<file path="src/rtl/uart_rx.sv">
`default_nettype none
// ============================================================================
// Module   : uart_rx
// Purpose  : 8N1 UART receiver, LSB first, idle-high line. The serial input
//            is synchronised, a falling edge starts a frame, the start bit is
//            re-checked at its midpoint and data/stop bits are sampled one bit
//            period apart from there.
// Ports    : clock_50M  - system clock, rising edge
//            n_rst      - asynchronous active-low reset
//            rx         - asynchronous serial line
//            read       - consumer acknowledge, clears data_ready/overrun
//            rx_data    - last correctly framed byte
//            valid      - 1-cycle pulse when rx_data is updated
//            data_ready - level, set by a good frame, cleared by read
//            frame_err  - 1-cycle pulse when the stop bit samples low
//            overrun    - sticky, good frame arrived while data_ready=1
//            busy       - receiver is not idle
// Revision : 1.0 - initial release
// ============================================================================
module uart_rx #(
  parameter logic [8:0] CLKS_PER_BIT = 9'd434,
  parameter logic [8:0] HALF_BIT     = 9'd217
) (
  input  logic       clock_50M,
  input  logic       n_rst,
  input  logic       rx,
  input  logic       read,
  output logic [7:0] rx_data,
  output logic       valid,
  output logic       data_ready,
  output logic       frame_err,
  output logic       overrun,
  output logic       busy
);

  localparam logic [8:0] c_bit_last  = CLKS_PER_BIT - 9'd1;
  localparam logic [8:0] c_half_last = HALF_BIT - 9'd1;

  typedef enum logic [1:0] {
    S_IDLE  = 2'd0,
    S_START = 2'd1,
    S_DATA  = 2'd2,
    S_STOP  = 2'd3
  } state_t;

  state_t     r_state;
  logic       r_rx_meta;
  logic       r_rx_s;
  logic       r_rx_d;
  logic [8:0] r_count;
  logic [2:0] r_index;
  logic [7:0] r_shift;

  // Two-flop synchroniser plus one delay stage for edge detection. Reset to
  // the idle level so that leaving reset never looks like a start edge.
  always_ff @(posedge clock_50M or negedge n_rst) begin
    if (!n_rst) begin
      r_rx_meta <= 1'b1;
      r_rx_s    <= 1'b1;
      r_rx_d    <= 1'b1;
    end else begin
      r_rx_meta <= rx;
      r_rx_s    <= r_rx_meta;
      r_rx_d    <= r_rx_s;
    end
  end

  always_ff @(posedge clock_50M or negedge n_rst) begin
    if (!n_rst) begin
      r_state    <= S_IDLE;
      r_count    <= 9'd0;
      r_index    <= 3'd0;
      r_shift    <= 8'h00;
      rx_data    <= 8'h00;
      valid      <= 1'b0;
      data_ready <= 1'b0;
      frame_err  <= 1'b0;
      overrun    <= 1'b0;
    end else begin
      valid     <= 1'b0;
      frame_err <= 1'b0;

      // overrun can only be set while data_ready is high, so clearing both
      // on any read is harmless when data_ready is already low. A frame
      // completing in this same cycle overrides the clear below.
      if (read) begin
        data_ready <= 1'b0;
        overrun    <= 1'b0;
      end

      case (r_state)
        S_IDLE: begin
          // Edge, not level: a line held low (break) cannot restart a frame
          // until it has gone high for at least one cycle.
          if (r_rx_d && !r_rx_s) begin
            r_count <= 9'd0;
            r_index <= 3'd0;
            r_state <= S_START;
          end
        end

        S_START: begin
          if (r_count == c_half_last) begin
            r_count <= 9'd0;
            r_state <= r_rx_s ? S_IDLE : S_DATA;
          end else begin
            r_count <= r_count + 9'd1;
          end
        end

        S_DATA: begin
          if (r_count == c_bit_last) begin
            r_shift <= {r_rx_s, r_shift[7:1]};
            r_count <= 9'd0;
            r_index <= r_index + 3'd1;
            if (r_index == 3'd7) begin
              r_state <= S_STOP;
            end
          end else begin
            r_count <= r_count + 9'd1;
          end
        end

        S_STOP: begin
          if (r_count == c_bit_last) begin
            r_count <= 9'd0;
            r_state <= S_IDLE;
            if (r_rx_s) begin
              rx_data    <= r_shift;
              valid      <= 1'b1;
              data_ready <= 1'b1;
              if (data_ready && !read) begin
                overrun <= 1'b1;
              end
            end else begin
              frame_err <= 1'b1;
            end
          end else begin
            r_count <= r_count + 9'd1;
          end
        end

        default: begin
          r_state <= S_IDLE;
        end
      endcase
    end
  end

  assign busy = (r_state != S_IDLE);

endmodule
`default_nettype wire

</file>
<file path="config.mk">
export PLATFORM = sky130hd
export DESIGN_NAME = uart_rx
export DESIGN_NICKNAME = d
export VERILOG_FILES = /design/src/rtl/uart_rx.sv
export SDC_FILE = /design/constraint.sdc
export NUM_CORES = 1
export LEC_CHECK = 0
export ABC_AREA = 1
export CAP_MARGIN = 20
export CORE_MARGIN = 2
export CORE_UTILIZATION = 51
export CTS_CLUSTER_SIZE = 10
export DETAILED_ROUTE_END_ITERATION = 6
export PLACE_DENSITY_LB_ADDON = 0.1
export SYNTH_ARGS = -nofsm -noshare
export SYNTH_HDL_FRONTEND = slang
export SYNTH_SLANG_ARGS = --single-unit
</file>
<file path="constraint.sdc">
create_clock -name clock_50M -period 1.4 [get_ports clock_50M]
set_input_delay 0.28 -clock clock_50M [delete_from_list [all_inputs] [get_ports clock_50M]]
set_output_delay 0.28 -clock clock_50M [all_outputs]
set_load 0.01 [all_outputs]
</file>
* Word level (Yosys, flattened, before mapping)
Index checks and enable logic that the tools add are counted.
Operators by class: add/sub/neg operators 2, equality and inequality tests 11, mux-type cells 29, reduce and logical (&&, ||, !) cells 12
Operator list (count):
- 9-bit 2-to-1 mux | 3
- 9-bit one-hot mux with 3 select lines | 1
- 1-bit 2-to-1 mux | 15
- 2-bit 2-to-1 mux | 6
- 2-bit inequality test (second input constant) | 5
- 9-bit by 1-bit adder with 9-bit output (second input constant) | 1
- 9-bit by 8-bit == test with 1-bit output (second input constant) | 1
- 9-bit == test (second input constant) | 1
- 2-bit one-hot mux with 4 select lines | 1
- 3-bit 2-to-1 mux | 2
- 3-bit one-hot mux with 2 select lines | 1
- 3-bit AND reduction | 2
- 5-bit AND reduction | 1
- 2-bit == test (second input constant) | 2
- 2-bit nonzero test | 2
- 3-bit by 1-bit adder with 3-bit output (second input constant) | 1
- 3-bit == test (second input constant) | 1
- 2-bit by 1-bit == test with 1-bit output (second input constant) | 1
- 1-bit logical AND | 2
- 1-bit zero test | 2
- 2-bit zero test | 1
- 2-bit AND reduction | 1
- 2-bit OR reduction | 1
Storage, ports and cells: flip-flop bits (word level) 37, output and inout bits 13

* Depth between registers and ports, before layout
Gate-level depths: netlist of run 1.
depth after elaboration 6, mapped depth 10, gate-level depth less buffers 10

* Worst setup path before layout of run 1
OpenSTA, ideal clock, no wires.
path kind register to register, start register r_count[1], end register r_index[0], arrival 1.286 ns, setup slack -0.005 ns, cell stages (with the launch flop) 11, buffers on the path 1, cell sequence dfrtp_1 inv_1 ha_1 nand2_1 nor2_4 nand2_4 inv_4 nand3_4 buf_6 nand3_2 o21ai_2
Between the ends: longest elaborated chain between the ends 3
Ends and longest elaborated chain:
- start, declared | line 50 | logic [8:0] r_count;
- start signal, assigned | line 107 | r_count <= r_count + 9'd1;
- start signal, assigned | line 120 | r_count <= r_count + 9'd1;
- start signal, assigned | line 139 | r_count <= r_count + 9'd1;
- 9-bit == test | line 112 | if (r_count == c_bit_last) begin
- 2-bit inequality test (no source line)
- 3-bit AND reduction (no source line)
- end signal, assigned | line 115 | r_index <= r_index + 3'd1;
- end, declared | line 51 | logic [2:0] r_index;
Every way passes these cells. A chain may end at the register's enable or synchronous reset.

* Final worst setup path of run 1
start register r_count[1], end register r_shift[2]
Between the ends: longest elaborated chain between the ends 2
Ends and longest elaborated chain:
- 9-bit == test | line 112
- 2-bit AND reduction (no source line)
- end signal, assigned | line 113 | r_shift <= {r_rx_s, r_shift[7:1]};
- end, declared | line 52 | logic [7:0] r_shift;
Every way passes these cells.

==> metrics.cfg, run 1 <==
[route]
drt-vias-per-instance=4.95
wl_um=3840
drt_iter0_drc=75
drtPass1Iterations=4
vias=1499
wl_met3_um=119
top_layer_used=met4
drc=0
met2_length_um=2000
antenna_left=0
met1_length_um=1600
wl_per_cell_um=12.7

[logic_synthesis]
post_synth_num_cell_types=26
synth_compound_area_share_pct=11.6
synth.area.mux_share_pct=0
yosys.area_share.adder_pct=3.30
syn_avg_cell_area_um2=9.06
synth_top_family_by_area=simple AND/OR/NAND/NOR gates
synth-seq-cells=37
yosys.area_share.simple_pct=25.0
netlist_area_mm2=0.00189
syn-num-nets=218
synthCells=209
synthXorXnorAreaFrac_pct=1.39
ys_warn_count=0
ys_seq_area_share_pct=49.1

[timing]
finalCriticalPeriod_ps=1430
worst_pin_slew_ps=236
setup_ws_ps=-32.3
hold_viol=0
fmax_mhz=698
setup_viol=9
skew_ps=2.36
slew_viol_final=0
rsz0062_at_grt=yes
post-route-period-util_pct=102
slew_headroom_pct=84.2

[global_routing]
first_global_vias=1524
overflow=0
grt_pass1_wl_um=6530
antenna_found_initial=0
grt_max_degree=38
grtUsageTotal_pct=20.3

[status]
violations=setup timing
status=finished, violations left

[placed_design]
dp_hpwl_um=2550
io_buffers=16
place_inst=285
gp_congestion=0.893
placed_cell_area_mm2=0.00222

[power_and_ir_drop]
irDropWorstVdd_v=0.00102
p_total_w=0.00370
cellLeakagePower_nw=1.29
power_density_mw_per_mm2=1430

[clock_tree]
cts_made_buffers=5
clock-sinks=37
root_buffer=clkbuf_8
htree_num_levels=2
ctsHoldBuffers=0
cts_max_path_buffers=2
cts_tree=done
clk_pin_slew_ps=70
insertion_delay_ps=280

[floorplan]
io_pins=17
initial_core_util_pct=52.5
dieArea_mm2=0.00422
die_x_um=64.9
core.rowCount=22
core_mm2=0.00361
die_h_um=64.9

[final_layout]
layout_common_cells=nand2_1 (37), dfrtp_1 (33), inv_1 (26)
instances_no_fill=303
final_area_mm2=0.00259
drive_above_1_share_pct=40.4
areaGrowthSynthToFinish_pct=36.7
final_common_cell=nand2_1
antenna_cells=0
final_nets=263

[flow_run]
drv_cap=0

[critical_path]
cp_data_required_time_ps=1580
cp_max_fo=16
worst_ep_arrival_time_ps=1610
crit_type=reg -> reg
start_kind=flip-flop
end_kind=flip-flop

[worst_hold_path]
hp-class=reg -> reg

-- registers in the layout, indices dropped and copies added (netlist names), named ones only --
register    count
data_ready      1
frame_err       1
overrun         1
r_count         9
r_index         3
r_rx_d          1
r_rx_meta       1
r_rx_s          1
r_shift         8
r_state         1
rx_data         8
valid           1
-- cell type report --
| type | count | area [um^2] |
|---|---|---|
| repair buffers | 41 | 373 |
| multi-input cells | 134 | 951 |
| fillers | 264 | 1020 |
| clock inverters | 3 | 65.1 |
| clock buffers | 5 | 68.8 |
| flip-flops and latches | 37 | 931 |
| inverters | 35 | 141 |
| well taps | 48 | 60.1 |
-- per-layer routing --
metal	track usage [%]	vias up
met2	34.7	30
met4	10.9	0
met3	4.17	12
met5	0	-
met1	23.9	707
li1	-	750
-- cells in the mapped netlist --
cell     count  area share, %
nand3_2      1           0.53
buf_4        2           0.79
a21oi_2      1           0.46
nand2_1     43            8.5
dfrtp_1     34             45
and3_1       1           0.33
nand3_4      1           0.92
o21ai_2     17            7.9
o21ai_0     10            2.6
nand4_1      5            1.7
nor2_2       1           0.33
inv_1       30            5.9
inv_2        4           0.79
o31ai_1      1           0.40
nand3_1     14            3.7
nor2_4       2            1.2
nand2_2     13            4.3
nor3_1       2           0.53
xor2_1       3            1.4
nand2_4      2            1.2
ha_1         5            3.3
dfstp_2      3            4.2
inv_4        1           0.33
nor2_1       9            1.8
o21ai_1      1           0.26
buf_6        3            1.8
-- metrics by stage --
step / TNS [ps] / setup WS, ps / hold slack [ps] / util (%)
after global routing: -1540 / -105 / 371 / 71.8
after detailed placement: -695 / -96.3 / 356 / 61.5
after CTS: -85.4 / -15.2 / 366 / 67.2
final: -180 / -32.3 / 365 / 71.8
after global placement: -157 / -23.5 / 347 / 61.5
after floorplan: 0 / 12.2 / -15.6 / -
-- worst max-delay path: stages, from the launching register on --
cell and delay (ps):
dfrtp_1 390, inv_2 100, ha_4 150, nand2_4 60, nor2_4 100, nand2_4 90, inv_8 80, nand3_4 80
buf_12 170, nand2_2 60, o21ai_2 50
-- cell families after synthesis --
group	Yosys count
xor+xnor	3
flops	37
compound gates	30
simple gates	94
buf+inv	40
fa+ha+maj	5
-- power by group --
part | switching, W | internal [W] | leakage, nW
combinational | 0.000769 | 0.000572 | 0.724
clock | 0.000366 | 0.000707 | 0.0681
sequential | 0.000113 | 0.00118 | 0.494
total | 0.00125 | 0.00246 | 1.29
-- worst paths after layout --
path | from | end | slack [ps] | cells past startpoint
worst max-delay path | r_count[1] | r_shift[2] | -30 | 10
worst min-delay path | r_rx_meta | r_rx_s | 360 | 0
worst max register to register | r_count[1] | r_shift[2] | -30 | 10
worst min register to register | r_rx_meta | r_rx_s | 360 | 0
max in group asynchronous | n_rst | r_rx_d | 760 | 2
min in group asynchronous | n_rst | data_ready | 370 | 2
-- repair_timing --
item,in CTS,in global routing
gates cloned,1,1
endpoints found under the setup margin,42,32
pin swaps,3,5
buffers inserted,3,5
gates resized for setup,24,34
(Power assumes the default switching activity.)
==> run 2: changes to the inputs <==
Settings changed: PLACE_DENSITY set to 0.75, PLACE_DENSITY_LB_ADDON 0.1 to unset.
==> metrics.cfg, run 2 (same netlist as run 1, synthesis figures left out) <==
[status]
status=finished, violations left
violations=setup timing

[clock_tree]
cts_made_buffers=5
cts_max_path_buffers=2
htree_num_levels=2
root_buffer=clkbuf_8
clk_pin_slew_ps=70
clock-sinks=37
insertion_delay_ps=300
cts_tree=done

[power_and_ir_drop]
power_density_mw_per_mm2=1280
cellLeakagePower_nw=1.27
p_int_w=0.00205
power_frac_seq_pct=39.8
switchingPower_w=0.00118
combPwrFrac_pct=35.7
clkPwrFrac_pct=24.5
irDropWorstVdd_v=0.000715
swShare_pct=36.5

[route]
antenna_left=0
drt-vias-per-instance=4.96
vias=1509
drt_iter0_drc=153
drtPass1Iterations=4
wl_um=3920
wl_per_cell_um=12.9
drc=0

[timing]
post-route-period-util_pct=105
rsz0062_at_grt=yes
setup_ws_ps=-63.2
skew_ps=9.98
worst_pin_slew_ps=239
setup_viol=11
slew_headroom_pct=83.9
finalCriticalPeriod_ps=1460
hold_ws_ps=365
hold_viol=0
slew_viol_final=0
fmax_mhz=683

[critical_path]
crit_path_cell_trace=inv_2 -> ha_4 -> nand2_2 -> nor2_4 -> nand2_4 -> inv_6 -> nand3_4 -> clkbuf_16 -> nand2_2 -> o21ai_2
cp_data_required_time_ps=1590
start_kind=flip-flop
end_kind=flip-flop
r2r-end=r_shift[7]
critical_path_buf_inv_count=3
r2r_slack_ps=-60
crit_type=reg -> reg
rr_worst_depth=10
cp_max_fo=5
r2r-start=r_count[1]
crit_path_frequent_cell=nand2_2
worst_ep_arrival_time_ps=1660
critical_path.max_stage_delay_ps=400
cp_top_family=simple AND/OR/NAND/NOR gates
crit_path_top_delay_cell=dfrtp_1

[global_routing]
first_global_vias=1348
grtUsageTotal_pct=20.0
grt_pass1_wl_um=6180
grt_max_degree=38
antenna_found_initial=0
overflow=0

[floorplan]
initial_core_util_pct=52.5
core_mm2=0.00361
dieArea_mm2=0.00422
die_h_um=64.9
io_pins=17
die_x_um=64.9
core.rowCount=22

[final_layout]
largest_reg_flops=9
final_common_cell=nand2_1
nFillCells=285
final_area_mm2=0.00253
reg_top3=r_count: 9 flops, r_shift: 8 flops, rx_data: 8 flops
final_nets=264
drive_above_1_share_pct=39.5
areaGrowthSynthToFinish_pct=33.7
antenna_cells=0
layout_common_cells=nand2_1 (37), dfrtp_1 (33), inv_1 (27)
instances_no_fill=304
top_register=r_count

[worst_hold_path]
min_to=r_rx_s
hold_depth=0
hold_start=r_rx_meta
hp-class=reg -> reg

[placed_design]
place_inst=284
placed_cell_area_mm2=0.00221
gp_congestion=0.882
dp_hpwl_um=2400
io_buffers=16

[flow_run]
drv_cap=0

run 2: layout make-up:
cell class	instances	area (um^2)	share of cell area (%)
multi-input cells	132	885	34.9
repair buffers	44	419	16.6
inverters	35	141	5.58
clock buffers	6	82.6	3.26
well taps	48	60.1	2.37
clock inverters	2	13.8	0.543
flip-flops and latches	37	931	36.8
run 2: worst register-to-register path: stages (launching register included):
cell and delay, ps:
dfrtp_1 400, inv_2 80, ha_4 130, nand2_2 60
nor2_4 110, nand2_4 80, inv_6 80, nand3_4 120
clkbuf_16 190, nand2_2 60, o21ai_2 50
run 2: power by group through the flow:
stage               registers [W]  clock network [W]  logic, W
finish                    0.00129           0.000792   0.00115
CTS                       0.00126           0.000813   0.00101
global route              0.00130           0.000867   0.00128
global placement          0.00129                  0  0.000931
floorplan                 0.00128                  0  0.000582
detailed placement        0.00129                  0  0.000944
run 2: repair_timing:
item	in CTS	in global routing
cloned	0	3
hold buffers	1	0
pin swaps	0	10
gates resized for setup	22	30
setup endpoints to repair	30	28
setup buffers	2	6
endpoints found under the hold margin	34	0
run 2: stage by stage:
stage                     setup TNS, ps  setup slack, ps  utilization [%]  total power, W
after floorplan                       0             12.2                -         0.00186
after global placement                0             9.48             61.2         0.00222
after detailed placement           -118            -44.9             61.2         0.00224
after CTS                          -232            -31.2             64.9         0.00309
after global routing              -1910             -133             70.2         0.00345
final                              -519            -63.2             70.2         0.00323
run 2: worst max-delay path by stage:
stage                     from         end  slack [ps]  cells past startpoint
finish              r_count[1]  r_shift[7]         -60                     10
global route        r_count[1]  r_shift[2]        -130                     10
CTS                 r_count[1]  r_index[1]         -30                     11
detailed placement  r_count[1]     overrun         -40                     10
global placement    r_count[0]  r_count[8]           9                     10
floorplan           r_count[1]  r_index[0]          10                     10
run 2: routing by layer:
metal	GRT usage, %	vias to the layer above	wire length (um)	part of all wire, %
li1	-	756	-	-
met1	26.1	716	1800	46
met2	30.3	28	1890	48
met3	6.25	9	139	3.5
met4	9.04	0	92	2.3
met5	0	-	0	0
==> run 3: changes to the inputs <==
Settings changed: CORE_UTILIZATION 51 to 56, DONT_BUFFER_PORTS set to 1, HOLD_SLACK_MARGIN set to 0.12, PLACE_DENSITY 0.75 to 0.74.
==> metrics.cfg, run 3 (same netlist as run 1, synthesis figures left out) <==
[status]
status=finished, violations left
violations=setup timing

[final_layout]
drive_above_1_share_pct=42.4
areaGrowthSynthToFinish_pct=27.0
final_common_cell=nand2_1
reg_top3=r_count: 9 flops, r_shift: 8 flops, rx_data: 8 flops
nFillCells=222
antenna_cells=0
final_nets=246
top_register=r_count
layout_common_cells=nand2_1 (32), dfrtp_1 (31), inv_1 (26)
largest_reg_flops=9
instances_no_fill=284

[route]
wl_um=4100
vias=1501
drc=0
wl_per_cell_um=14.4
antenna_left=0
drt-vias-per-instance=5.29
drt_iter0_drc=52
drtPass1Iterations=4

[critical_path]
end_kind=flip-flop
cp_data_required_time_ps=1630
cp_max_fo=8
worst_ep_arrival_time_ps=1670
rr_worst_depth=10
start_kind=flip-flop
crit_type=reg -> reg

[worst_hold_path]
hold_depth=0
hp-class=reg -> reg

[timing]
rsz0062_at_grt=yes
post-route-period-util_pct=103
setup_ws_ps=-44.1
worst_pin_slew_ps=217
skew_ps=10.6
setup_viol=14
finalCriticalPeriod_ps=1440
slew_viol_final=0
fmax_mhz=692
hold_viol=0
slew_headroom_pct=85.5

[clock_tree]
clk_pin_slew_ps=100
clock-sinks=37
htree_num_levels=2
insertion_delay_ps=340
root_buffer=clkbuf_4
cts_tree=done
cts_made_buffers=5
cts_max_path_buffers=2

[global_routing]
grt_max_degree=38
overflow=0
antenna_found_initial=0
first_global_vias=1398
grt_pass1_wl_um=6590
grtUsageTotal_pct=22.1

[power_and_ir_drop]
p_int_w=0.00206
switchingPower_w=0.00115
swShare_pct=35.9
combPwrFrac_pct=34.6
p_total_w=0.00321
power_density_mw_per_mm2=1340
cellLeakagePower_nw=1.15
irDropWorstVdd_v=0.00125
clkPwrFrac_pct=24.1
power_frac_seq_pct=41.2

[placed_design]
dp_hpwl_um=2540
gp_congestion=0.913
io_buffers=0
place_inst=262
dp_slack_ps=-73.6

[floorplan]
io_pins=17
die_x_um=62.2
core.rowCount=21
core_mm2=0.00328
die_h_um=62.2
initial_core_util_pct=57.7
dieArea_mm2=0.00386

[flow_run]
drv_cap=0

==> run 3: path summary, 6_finish.rpt <==
path                            start          to  slack, ps
max                        r_count[1]  r_shift[7]        -40
min                         r_rx_meta      r_rx_s        360
max reg2reg                r_count[1]  r_shift[7]        -40
min reg2reg                 r_rx_meta      r_rx_s        360
max in group asynchronous       n_rst      r_rx_d        760
min in group asynchronous       n_rst  r_count[3]        370
==> run 3: what timing repair did <==
item | in CTS | in global routing
pin swaps | 5 | 4
hold endpoints to repair | 40 | 0
gates cloned | 2 | 1
hold buffers | 4 | 0
resized for setup | 22 | 23
endpoints found under the setup margin | 30 | 31
buffers inserted | 1 | 6
==> run 3: metal layers <==
layer / routed length (um) / part of all wire [%] / track usage, %
met5: 0 / 0 / 0
met4: 65 / 1.6 / 6.39
met3: 143 / 3.5 / 7.25
met2: 2170 / 53 / 36.3
met1: 1720 / 42 / 28.3
==> run 3: power groups by stage <==
stage	registers, W	clock network, W	logic (W)
5_1_grt	0.00134	0.000843	0.00123
3_5_place_dp	0.00131	0	0.000836
4_1_cts	0.00132	0.000797	0.000965
6_report	0.00133	0.000776	0.00111
3_3_place_gp	0.00131	0	0.000794
2_1_floorplan	0.00128	0	0.000582
==> run 3: area by class of cell <==
class                           count  area, um^2  area share, %
Sequential cell                    37         933           38.8
Clock inverter                      1        30.0           1.25
Tap cell                           46        57.6           2.39
Inverter                           35         139           5.77
Clock buffer                        7        55.1           2.29
Multi-Input combinational cell    134         942           39.2
Timing Repair Buffer               24         249           10.3
==> run 3: metrics by stage <==
step / instance area (um^2) / TNS [ps] / utilization [%] / hold WS (ps)
6_report: 2410 / -350 / 73.3 / 362
3_5_place_dp: 2010 / -618 / 61.1 / -14.7
3_3_place_gp: 2010 / -12.4 / 61.1 / -14.6
5_1_grt: 2410 / -1640 / 73.3 / 374
2_1_floorplan: 1890 / 0 / - / -15.6
4_1_cts: 2280 / -341 / 69.5 / 353
==> run 3: critical path, stage by stage (launching register included) <==
cell and delay (ps):
dfrtp_1 400, inv_2 90, ha_4 150, nand2_4 50, nor2_4 100, nand2_4 80, inv_6 70, nand3_4 110
buf_12 180, nand2_4 60, o21ai_2 50
==> RTL change (config.mk and constraints of run 3) <==
Register the input `rx` before use. The logic sees it one clock later. The other inputs are not delayed to match.
--- a/src/rtl/uart_rx.sv
+++ b/src/rtl/uart_rx.sv
@@ -45,2 +45,8 @@
 
+  logic rx_q;
+
+  always_ff @(posedge clock_50M) begin
+    rx_q <= rx;
+  end
+
   state_t     r_state;
@@ -61,3 +67,3 @@
     end else begin
-      r_rx_meta <= rx;
+      r_rx_meta <= rx_q;
       r_rx_s    <= r_rx_meta;
Behaviour: not the same (a bounded check fails within 4 cycles, from zero or initial values and one cycle with n_rst low).
==> RTL change against run 3 <==
- the run still ends with setup timing left
- sequential share of layout area decreased by 0.65 points
- synthesized area grew 1.1%
- routed wire length grew 9.5%
- via count up 1.1%
- total power is 8.4% higher
- combinational power grew 6%
- clock skew increased by 0.010 ns
- sequential cell count increased by 1
- setup slack got worse by 0.070 ns
- non-clock buffer count increased by 1
- cell area increased by 3.7%
- critical endpoint is now r_shift[1]$_DFFE_PN0P_
- largest power group unchanged
==> RTL change: results (changes against run 3) <==
| Metric | Value |
|---|---|
| Outcome | `complete, but fails checks (unchanged)` |
| Violated checks | `setup timing (unchanged)` |
| Post-detailed-placement half-perimeter wirelength | `2470 um (was 2540 um)` |
| Wire length reported by the detailed router | `4490 um (was 4100 um)` |
| Ratio of cells with drive above 1 in the final layout | `44.6% (was 42.4%)` |
| XOR/XNOR share of the synthesized area | `1.37% (was 1.39%)` |
| Synthesized-area fraction occupied by ao, oa, aoi and oai cells | `11.5% (was 11.6%)` |
| Critical path's largest stage delay | `0.43 ns (was 0.40 ns)` |
| All-Layer GR Usage | `23.1% (was 22.1%)` |
| CP top delay family | `simple AND/OR/NAND/NOR gates (was flip-flops)` |
| Final worst-path setup slack | `-0.114 ns (was -0.0441 ns)` |
| DP Area | `2040 sq um (was 2010 sq um)` |
| Wire length on met1 | `1810 um (was 1720 um)` |
| Routed via count | `1518 (was 1501)` |
| Worst slew margin | `81.7% (was 85.5%)` |
| Syn nets | `219 (was 218)` |
| Share of total power in combinational logic | `33.9% (was 34.6%)` |
| Clock slew seen by the registers of the worst setup and hold paths | `0.13 ns (was 0.10 ns)` |
| Clock group total power | `0.959 mW (was 0.776 mW)` |
| Clock network power share | `27.5% (was 24.1%)` |
| Post-placement cell count | `265 (was 262)` |
| Sum Neg Setup Slack | `-1.64 ns (was -0.350 ns)` |
| Leakage power | `1.23 nW (was 1.15 nW)` |
| Fraction of the mapped netlist area in adder cells | `3.27% (was 3.30%)` |
| Critical Path Fanout Max | `7 (was 8)` |
| Final count of negative-setup-slack endpoints | `25 (was 14)` |
| Initial drt markers | `90 (was 52)` |
| Maximum vdd drop | `0.00120 V (was 0.00125 V)` |
| Fin nets | `248 (was 246)` |
## RTL change: changes by cell type after synthesis
cell / run 3 / this run
sky130_fd_sc_hd__dfxtp_1: 0 / 1
## RTL change: path summary, 6_finish.rpt
path / from / endpoint / slack, ns
max: r_count[1]$_DFFE_PN0N_ / r_shift[1]$_DFFE_PN0P_ / -0.11
min: rx_q$_DFF_P_ / r_rx_meta$_DFF_PN1_ / 0.30
max reg2reg: r_count[1]$_DFFE_PN0N_ / r_shift[1]$_DFFE_PN0P_ / -0.11
min reg2reg: rx_q$_DFF_P_ / r_rx_meta$_DFF_PN1_ / 0.30
max in group asynchronous: n_rst / r_rx_s$_DFF_PN1_ / 0.79
min in group asynchronous: n_rst / data_ready$_DFF_PN0_ / 0.35
## RTL change: through the flow
step,worst slack (ns),hold WS (ns)
5_1_grt,-0.166,0.314
3_3_place_gp,-0.00290,-0.0146
4_1_cts,-0.0542,0.308
2_1_floorplan,0.0122,-0.0156
6_report,-0.114,0.304
3_5_place_dp,-0.0593,-0.0145
## RTL change: routing by layer
layer  vias to the layer above  GRT usage [%]
met5                         -              0
met4                         0           10.8
met3                         8           6.85
met2                        48           37.4
met1                       739           28.5
li1                        723              -
## RTL change: cell type report
| class | instances | area [sq um] |
|---|---|---|
| clock buffers | 5 | 37.5 |
| clock inverters | 3 | 68.8 |
| fillers | 232 | 815 |
| inverters | 35 | 146 |
| multi-input cells | 134 | 962 |
| flip-flops and latches | 38 | 952 |
| well taps | 46 | 57.6 |
| repair buffers | 25 | 272 |
## RTL change: what timing repair did
action                     in CTS  in global routing
buffers inserted                1                  5
gates cloned                    1                  2
gates resized for setup        20                 35
hold buffers                    4                  0
setup endpoints to repair      17                 25
hold endpoints to repair       40                  0
pin swaps                       4                  5
